<file path="src/rtl/sipo_pkg.sv">
// -----------------------------------------------------------------------------
// sipo_pkg
// Shared definitions for the sipo_rx serial-in/parallel-out receiver:
//   - state_t    : receiver FSM states (IDLE, SHIFT)
//   - DEF_WIDTH  : default frame width in bits
//   - cnt_w()    : width of the bit counter for a given frame width
// -----------------------------------------------------------------------------
package sipo_pkg;

   typedef enum logic [0:0] {
      IDLE  = 1'b0,
      SHIFT = 1'b1
   } state_t;

   localparam int DEF_WIDTH = 4;

   // Counter holds 0..WIDTH-1; never narrower than one bit.
   function automatic int cnt_w(input int width);
      return (width <= 2) ? 1 : $clog2(width);
   endfunction

endpackage

</file>
<file path="src/rtl/sipo_shift_core.sv">
// -----------------------------------------------------------------------------
// sipo_shift_core
// Shift register plus bit counter for the SIPO receiver.
//   clk, reset  : clock, asynchronous active-high reset
//   load_first  : capture sdi as bit 0 of a new frame (counter -> 1)
//   shift_en    : capture sdi as the next bit of the current frame
//   sdi         : serial data bit
//   last        : counter sits at WIDTH-1 (next shifted bit completes the frame)
//   word        : assembled word including the bit being shifted this cycle
//   done        : frame completes on this edge (shift_en at the last bit)
// -----------------------------------------------------------------------------
module sipo_shift_core
   import sipo_pkg::*;
#(
   parameter int WIDTH     = DEF_WIDTH,
   parameter bit MSB_FIRST = 1'b1
) (
   input  logic             clk,
   input  logic             reset,
   input  logic             load_first,
   input  logic             shift_en,
   input  logic             sdi,
   output logic             last,
   output logic [WIDTH-1:0] word,
   output logic             done
);

   localparam int CW = cnt_w(WIDTH);
   localparam logic [CW-1:0] LAST_IDX = CW'(WIDTH - 1);

   logic [CW-1:0]    cnt_q;
   logic [WIDTH-1:0] sr_q;
   logic [WIDTH-1:0] shifted;
   logic [WIDTH-1:0] first;

   // MSB-first shifts left so the earliest bit migrates to the MSB;
   // LSB-first shifts right so the earliest bit ends in bit 0.
   always_comb begin
      shifted = sr_q;
      first   = '0;
      if (MSB_FIRST) begin
         shifted = {sr_q[WIDTH-2:0], sdi};
         first   = {{(WIDTH-1){1'b0}}, sdi};
      end else begin
         shifted = {sdi, sr_q[WIDTH-1:1]};
         first   = {sdi, {(WIDTH-1){1'b0}}};
      end
   end

   assign last = (cnt_q == LAST_IDX);
   assign done = shift_en && !load_first && last;
   assign word = shifted;

   always_ff @(posedge clk or posedge reset) begin
      if (reset) begin
         cnt_q <= '0;
         sr_q  <= '0;
      end else if (load_first) begin
         // Stale bits are cleared so a restarted frame carries no history.
         cnt_q <= CW'(1);
         sr_q  <= first;
      end else if (shift_en) begin
         cnt_q <= done ? '0 : cnt_q + CW'(1);
         sr_q  <= shifted;
      end
   end

endmodule

</file>
<file path="src/rtl/sipo_rx.sv">
// -----------------------------------------------------------------------------
// sipo_rx
// Serial-in/parallel-out receiver: reassembles sof-delimited serial frames
// into WIDTH-bit words presented on a valid/ready holding register.
//   clk, reset : clock, asynchronous active-high reset
//   sdi        : serial data bit
//   sdi_vld    : sdi valid this cycle (gaps allowed)
//   sof        : start of frame, qualified by sdi_vld
//   pdo        : received word (holding register)
//   pdo_vld    : pdo holds an unconsumed word
//   pdo_rdy    : consumer accepts pdo when pdo_vld && pdo_rdy
//   busy       : a frame is partially received
//   ovr_err    : one-cycle pulse, completed word dropped (holding reg full)
//   sync_err   : one-cycle pulse, sof mid-frame discarded the partial frame
// -----------------------------------------------------------------------------
module sipo_rx
   import sipo_pkg::*;
#(
   parameter int WIDTH     = DEF_WIDTH,
   parameter bit MSB_FIRST = 1'b1
) (
   input  logic             clk,
   input  logic             reset,
   input  logic             sdi,
   input  logic             sdi_vld,
   input  logic             sof,
   output logic [WIDTH-1:0] pdo,
   output logic             pdo_vld,
   input  logic             pdo_rdy,
   output logic             busy,
   output logic             ovr_err,
   output logic             sync_err
);

   state_t           state_q;
   state_t           state_d;
   logic             load_first;
   logic             shift_en;
   logic             sync_err_d;
   logic             core_last;
   logic             core_done;
   logic [WIDTH-1:0] core_word;
   logic             frame_done;
   logic             load_pdo;
   logic             ovr_d;

   sipo_shift_core #(
      .WIDTH     (WIDTH),
      .MSB_FIRST (MSB_FIRST)
   ) u_core (
      .clk        (clk),
      .reset      (reset),
      .load_first (load_first),
      .shift_en   (shift_en),
      .sdi        (sdi),
      .last       (core_last),
      .word       (core_word),
      .done       (core_done)
   );

   // Next-state decode. A sof in SHIFT restarts the frame in place.
   always_comb begin
      state_d    = state_q;
      load_first = 1'b0;
      shift_en   = 1'b0;
      sync_err_d = 1'b0;
      case (state_q)
         IDLE: begin
            if (sdi_vld && sof) begin
               load_first = 1'b1;
               state_d    = SHIFT;
            end
         end
         SHIFT: begin
            if (sdi_vld) begin
               if (sof) begin
                  load_first = 1'b1;
                  sync_err_d = 1'b1;
               end else begin
                  shift_en = 1'b1;
                  if (core_last) begin
                     state_d = IDLE;
                  end
               end
            end
         end
         default: state_d = IDLE;
      endcase
   end

   // A finished word loads only if the holding register is empty or
   // being drained this same cycle; otherwise it is dropped.
   always_comb begin
      frame_done = core_done;
      load_pdo   = frame_done && (!pdo_vld || pdo_rdy);
      ovr_d      = frame_done && pdo_vld && !pdo_rdy;
   end

   always_ff @(posedge clk or posedge reset) begin
      if (reset) begin
         state_q  <= IDLE;
         busy     <= 1'b0;
         pdo      <= '0;
         pdo_vld  <= 1'b0;
         ovr_err  <= 1'b0;
         sync_err <= 1'b0;
      end else begin
         state_q  <= state_d;
         busy     <= (state_d == SHIFT);
         ovr_err  <= ovr_d;
         sync_err <= sync_err_d;
         if (load_pdo) begin
            pdo     <= core_word;
            pdo_vld <= 1'b1;
         end else if (pdo_vld && pdo_rdy) begin
            pdo_vld <= 1'b0;
         end
      end
   end

endmodule

</file>
<file path="config.mk">
export PLATFORM = sky130hd
export DESIGN_NAME = sipo_rx
export DESIGN_NICKNAME = d
export VERILOG_FILES = /design/src/rtl/sipo_pkg.sv /design/src/rtl/sipo_shift_core.sv /design/src/rtl/sipo_rx.sv
export SDC_FILE = /design/constraint.sdc
export NUM_CORES = 1
export LEC_CHECK = 0
export ABC_CLOCK_PERIOD_IN_PS = 1800
export BUFFER_PORTS_ARGS = -buffer_cell sky130_fd_sc_hd__clkbuf_2
export CORE_AREA = 2 2 39 41
export CTS_CLUSTER_DIAMETER = 200
export CTS_CLUSTER_SIZE = 30
export DETAILED_ROUTE_END_ITERATION = 10
export DIE_AREA = 0 0 41 43
export GPL_TIMING_DRIVEN = 0
export PLACE_DENSITY = 0.79
export SKIP_LAST_GASP = 1
export SLEW_MARGIN = 10
export SYNTH_ARGS = -nofsm -noshare
export SYNTH_HDL_FRONTEND = slang
export SYNTH_SLANG_ARGS = --single-unit
</file>
<file path="constraint.sdc">
create_clock -name clk -period 1.8 [get_ports clk]
set_clock_uncertainty 0.05 [all_clocks]
set_input_delay 0.09 -clock clk [delete_from_list [all_inputs] [get_ports clk]]
set_output_delay 0.09 -clock clk [all_outputs]
set_load 0.01 [all_outputs]
</file>
==> qor.csv <==
stage,metric,value,unit
critical_path,crit-path max FO,4,
drt,DRT antenna net count,0,
power_and_ir_drop,static leakage,0.3847,nW
clock_network,hold buffers post-CTS,1,
drt,Residual DRC,0,
critical_path,CP startpoint,u_core.cnt_q[0]$_DFFE_PP0P_,
clock_network,CTS Root Cell,clkbuf_4,
synth,Synth Register Bits,13,
grt,first-pass GRT wire length,1462,µm
synth,count of different cell masters after synthesis,21,
timing,"Slew Viols, Final",0,
layout,Layout area overhead,21.81,%
synth,Synth async-reset ratio,1.000,
floorplanning,Die ar.,1763,µm²
critical_path,worst path cell trace,ha_1 > nand4b_4 > nor2b_4 > mux2_4,
timing,RSZ-0062 raised after global routing,no,
critical_path,Setup CP Type,flip-flop to flip-flop,
placed_design,final weighted congestion in routability-driven placement,0.6956,
drt,via count,377,
critical_path,CP Capture Type,flip-flop,
drt,wire per inst,12.21,µm
timing,Achievable Freq,681.8,MHz
layout,Inserted Diodes,0,
floorplanning,# rows,14,
critical_path,CP Data Arrival Time,1.57,ns
critical_path,Worst Path Required,1.90,ns
floorplanning,core area,1384,µm²
timing,setup violators final,0,
job,total of max-cap violations,0,
clock_network,# Post-CTS Setup Buffers,0,
min_path,worst hold path type,primary input to flip-flop,
clock_network,PostCTS Resize Cnt,0,
clock_network,"Clk pin slew, worst setup/hold paths",0.08,ns
critical_path,Worst setup SP type,flip-flop,
clock_network,clk buf depth,2,
grt,initial antenna violation count,0,
drt,Iter 0 DRT Violations,2,
timing,Rel. slew slack,0.6793,
grt,met3 Track Usage GR,0.04712,
critical_path,"slowest stage delay, CP",0.38,ns
synth,Mapped Cells,43,
placed_design,dpl hpwl,685.6,µm
power_and_ir_drop,Worst IR Drop VDD,0.5994,mV
min_path,Hold Startpoint,sdi,
timing,setup TNS,0,ns
drt,Pre-antenna DRT Iters,3,
grt,grt ovf,0,
synth,most frequent cell after synthesis,dfrtp_1,
floorplanning,io pins,14,
grt,pin count of the biggest net entering global routing,14,
floorplanning,chip height,43,µm
synth,Post-synth top flop,dfrtp_1,
timing,Fin. Hold Viols,0,
timing,Final period util,0.8148,
clock_network,H-Tree Depth,1,
synth,syn_nets,50,
synth,Post-Synthesis Cell Area,579.3,µm²
drt,via/cell ratio,4.896,
synth,"EDFF count, synth",0,
grt,routing usage on met1,0.1650,
synth,Synth top area share,0.5616,
grt,GRT Total Usage,0.1354,
clock_network,CTS tree,built,
timing,Final min period,1.467,ns
synth,syn avg cell area,13.47,µm²
floorplanning,initial cell density of the core,0.4186,
power_and_ir_drop,PD cells,1334,nW/µm²
clock_network,Sinks on Clock Net,13,
power_and_ir_drop,Pwr Total,0.9416,mW
synth,post-synth top area cell,dfrtp_1,
grt,most crowded layer after global routing,met2,
synth,YS warnings,0,
layout,Final Util,0.5099,
critical_path,Slowest cell on crit path,dfrtp_1,
layout,layout cell share with drive strength beyond 1,0.3934,
synth,Synth area leaders,"dfrtp_1 (56%), mux2_4 (10%), a22o_1 (4.5%), nand4b_4 (4.1%), nand2_1 (3.2%)",
grt,met2 Use GR,0.1781,
critical_path,reg2reg start,u_core.cnt_q[0]$_DFFE_PP0P_,
layout,fin nets,69,
floorplanning,width of the die,41,µm
drt,Routed WL,940,µm
outcome,status,completed,
synth,Commonest cells post-synth,"dfrtp_1 (13), nand2_1 (5), mux2_4 (4)",
placed_design,Port Buf Inserts,12,
clock_network,cts bufs inserted,3,
timing,Worst Max-Slew Pin Slew,0.4806,ns
grt,vias in the first global route,345,
clock_network,clk_lat worst skew,0.27,ns
synth,sequential fraction of the synthesis area,0.5616,
## kinds of logic after synthesis
| group | share of synthesized area |
|---|---|
| and+or+nand+nor | 0.1620 |
| muxes | 0.1231 |
| DFF | 0.5616 |
| adders and majority gates | 0.02159 |
| AOI/OAI and AO/OA | 0.08640 |
| buffers and inverters | 0.04536 |
## worst max-delay path: cells and delay by family (launching register included)
| kind | cells | cell delay, ns |
|---|---|---|
| DFF | 1 | 0.38 |
| and+or+nand+nor | 2 | 0.36 |
| muxes | 1 | 0.32 |
| adders and majority gates | 1 | 0.24 |
## area by class of cell
cell class / instances / area, µm²
Fill cell: 130 / 678.2
Sequential cell: 13 / 325.3
Multi-Input combinational cell: 26 / 227.7
Timing Repair Buffer: 14 / 80.08
Clock buffer: 4 / 26.28
Tap cell: 16 / 20.02
Buffer: 2 / 18.77
Inverter: 2 / 7.507
## registers in the layout (all words and copies together) (netlist names)
name / count
u_core.sr_q: 3
ovr_err: 1
sync_err: 1
state_q: 1
u_core.cnt_q: 2
pdo: 4
pdo_vld: 1
## final timing paths
| path | end | slack [ns] | cells past startpoint |
|---|---|---|---|
| min | pdo[0]$_DFFE_PP0P_ | 0.03 | 2 |
| max in group asynchronous | pdo[1]$_DFFE_PP0P_ | 1.06 | 3 |
| max reg2reg | pdo[3]$_DFFE_PP0P_ | 0.33 | 4 |
| min in group asynchronous | state_q$_DFF_PP0_ | 0.30 | 3 |
| max | pdo[3]$_DFFE_PP0P_ | 0.33 | 4 |
| min reg2reg | pdo[0]$_DFFE_PP0P_ | 0.46 | 1 |
## layout by cell type, fill, tap and decap left out
cell	count
a22o_1	3
and3_1	1
and3b_1	1
buf_4	1
buf_6	1
clkbuf_1	1
clkbuf_2	12
clkbuf_4	3
dfrtp_1	13
dlygate4sd3_1	2
ha_1	1
inv_1	2
mux2_2	1
mux2_4	4
nand2_1	5
nand2b_1	1
nand3_1	1
nand4b_4	1
nor2_1	1
nor2b_4	1
nor3b_1	1
o21a_1	1
o21ai_0	1
o21ai_1	1
o22ai_1	1
## stage by stage
stage | hold WS (ns) | instance area (µm²) | std cells | setup slack, ns
finish | 0.03212 | 705.7 | 77 | 0.3333
global route | 0.02013 | 705.7 | 77 | 0.2478
CTS | 0.001611 | 695.7 | 76 | 0.3176
detailed placement | 0.05877 | 659.4 | 71 | 0.3377
global placement | 0.05456 | 659.4 | 71 | 0.3586
floorplan | -0.08304 | 579.3 | 43 | 0.4325
## power by group
part           switching, mW  internal (mW)  total (mW)
Sequential            0.0527          0.383       0.436
Clock                 0.0864         0.0857       0.172
Combinational          0.151          0.183       0.334
Total                  0.290          0.651       0.942
## per-layer routing
metal  vias up  wire length (µm)
met3         2                52
met4         0                14
li1        189                 -
met5         -                 0
met2        12               443
met1       174               429
No activity file was read; power rests on OpenSTA's default activity.
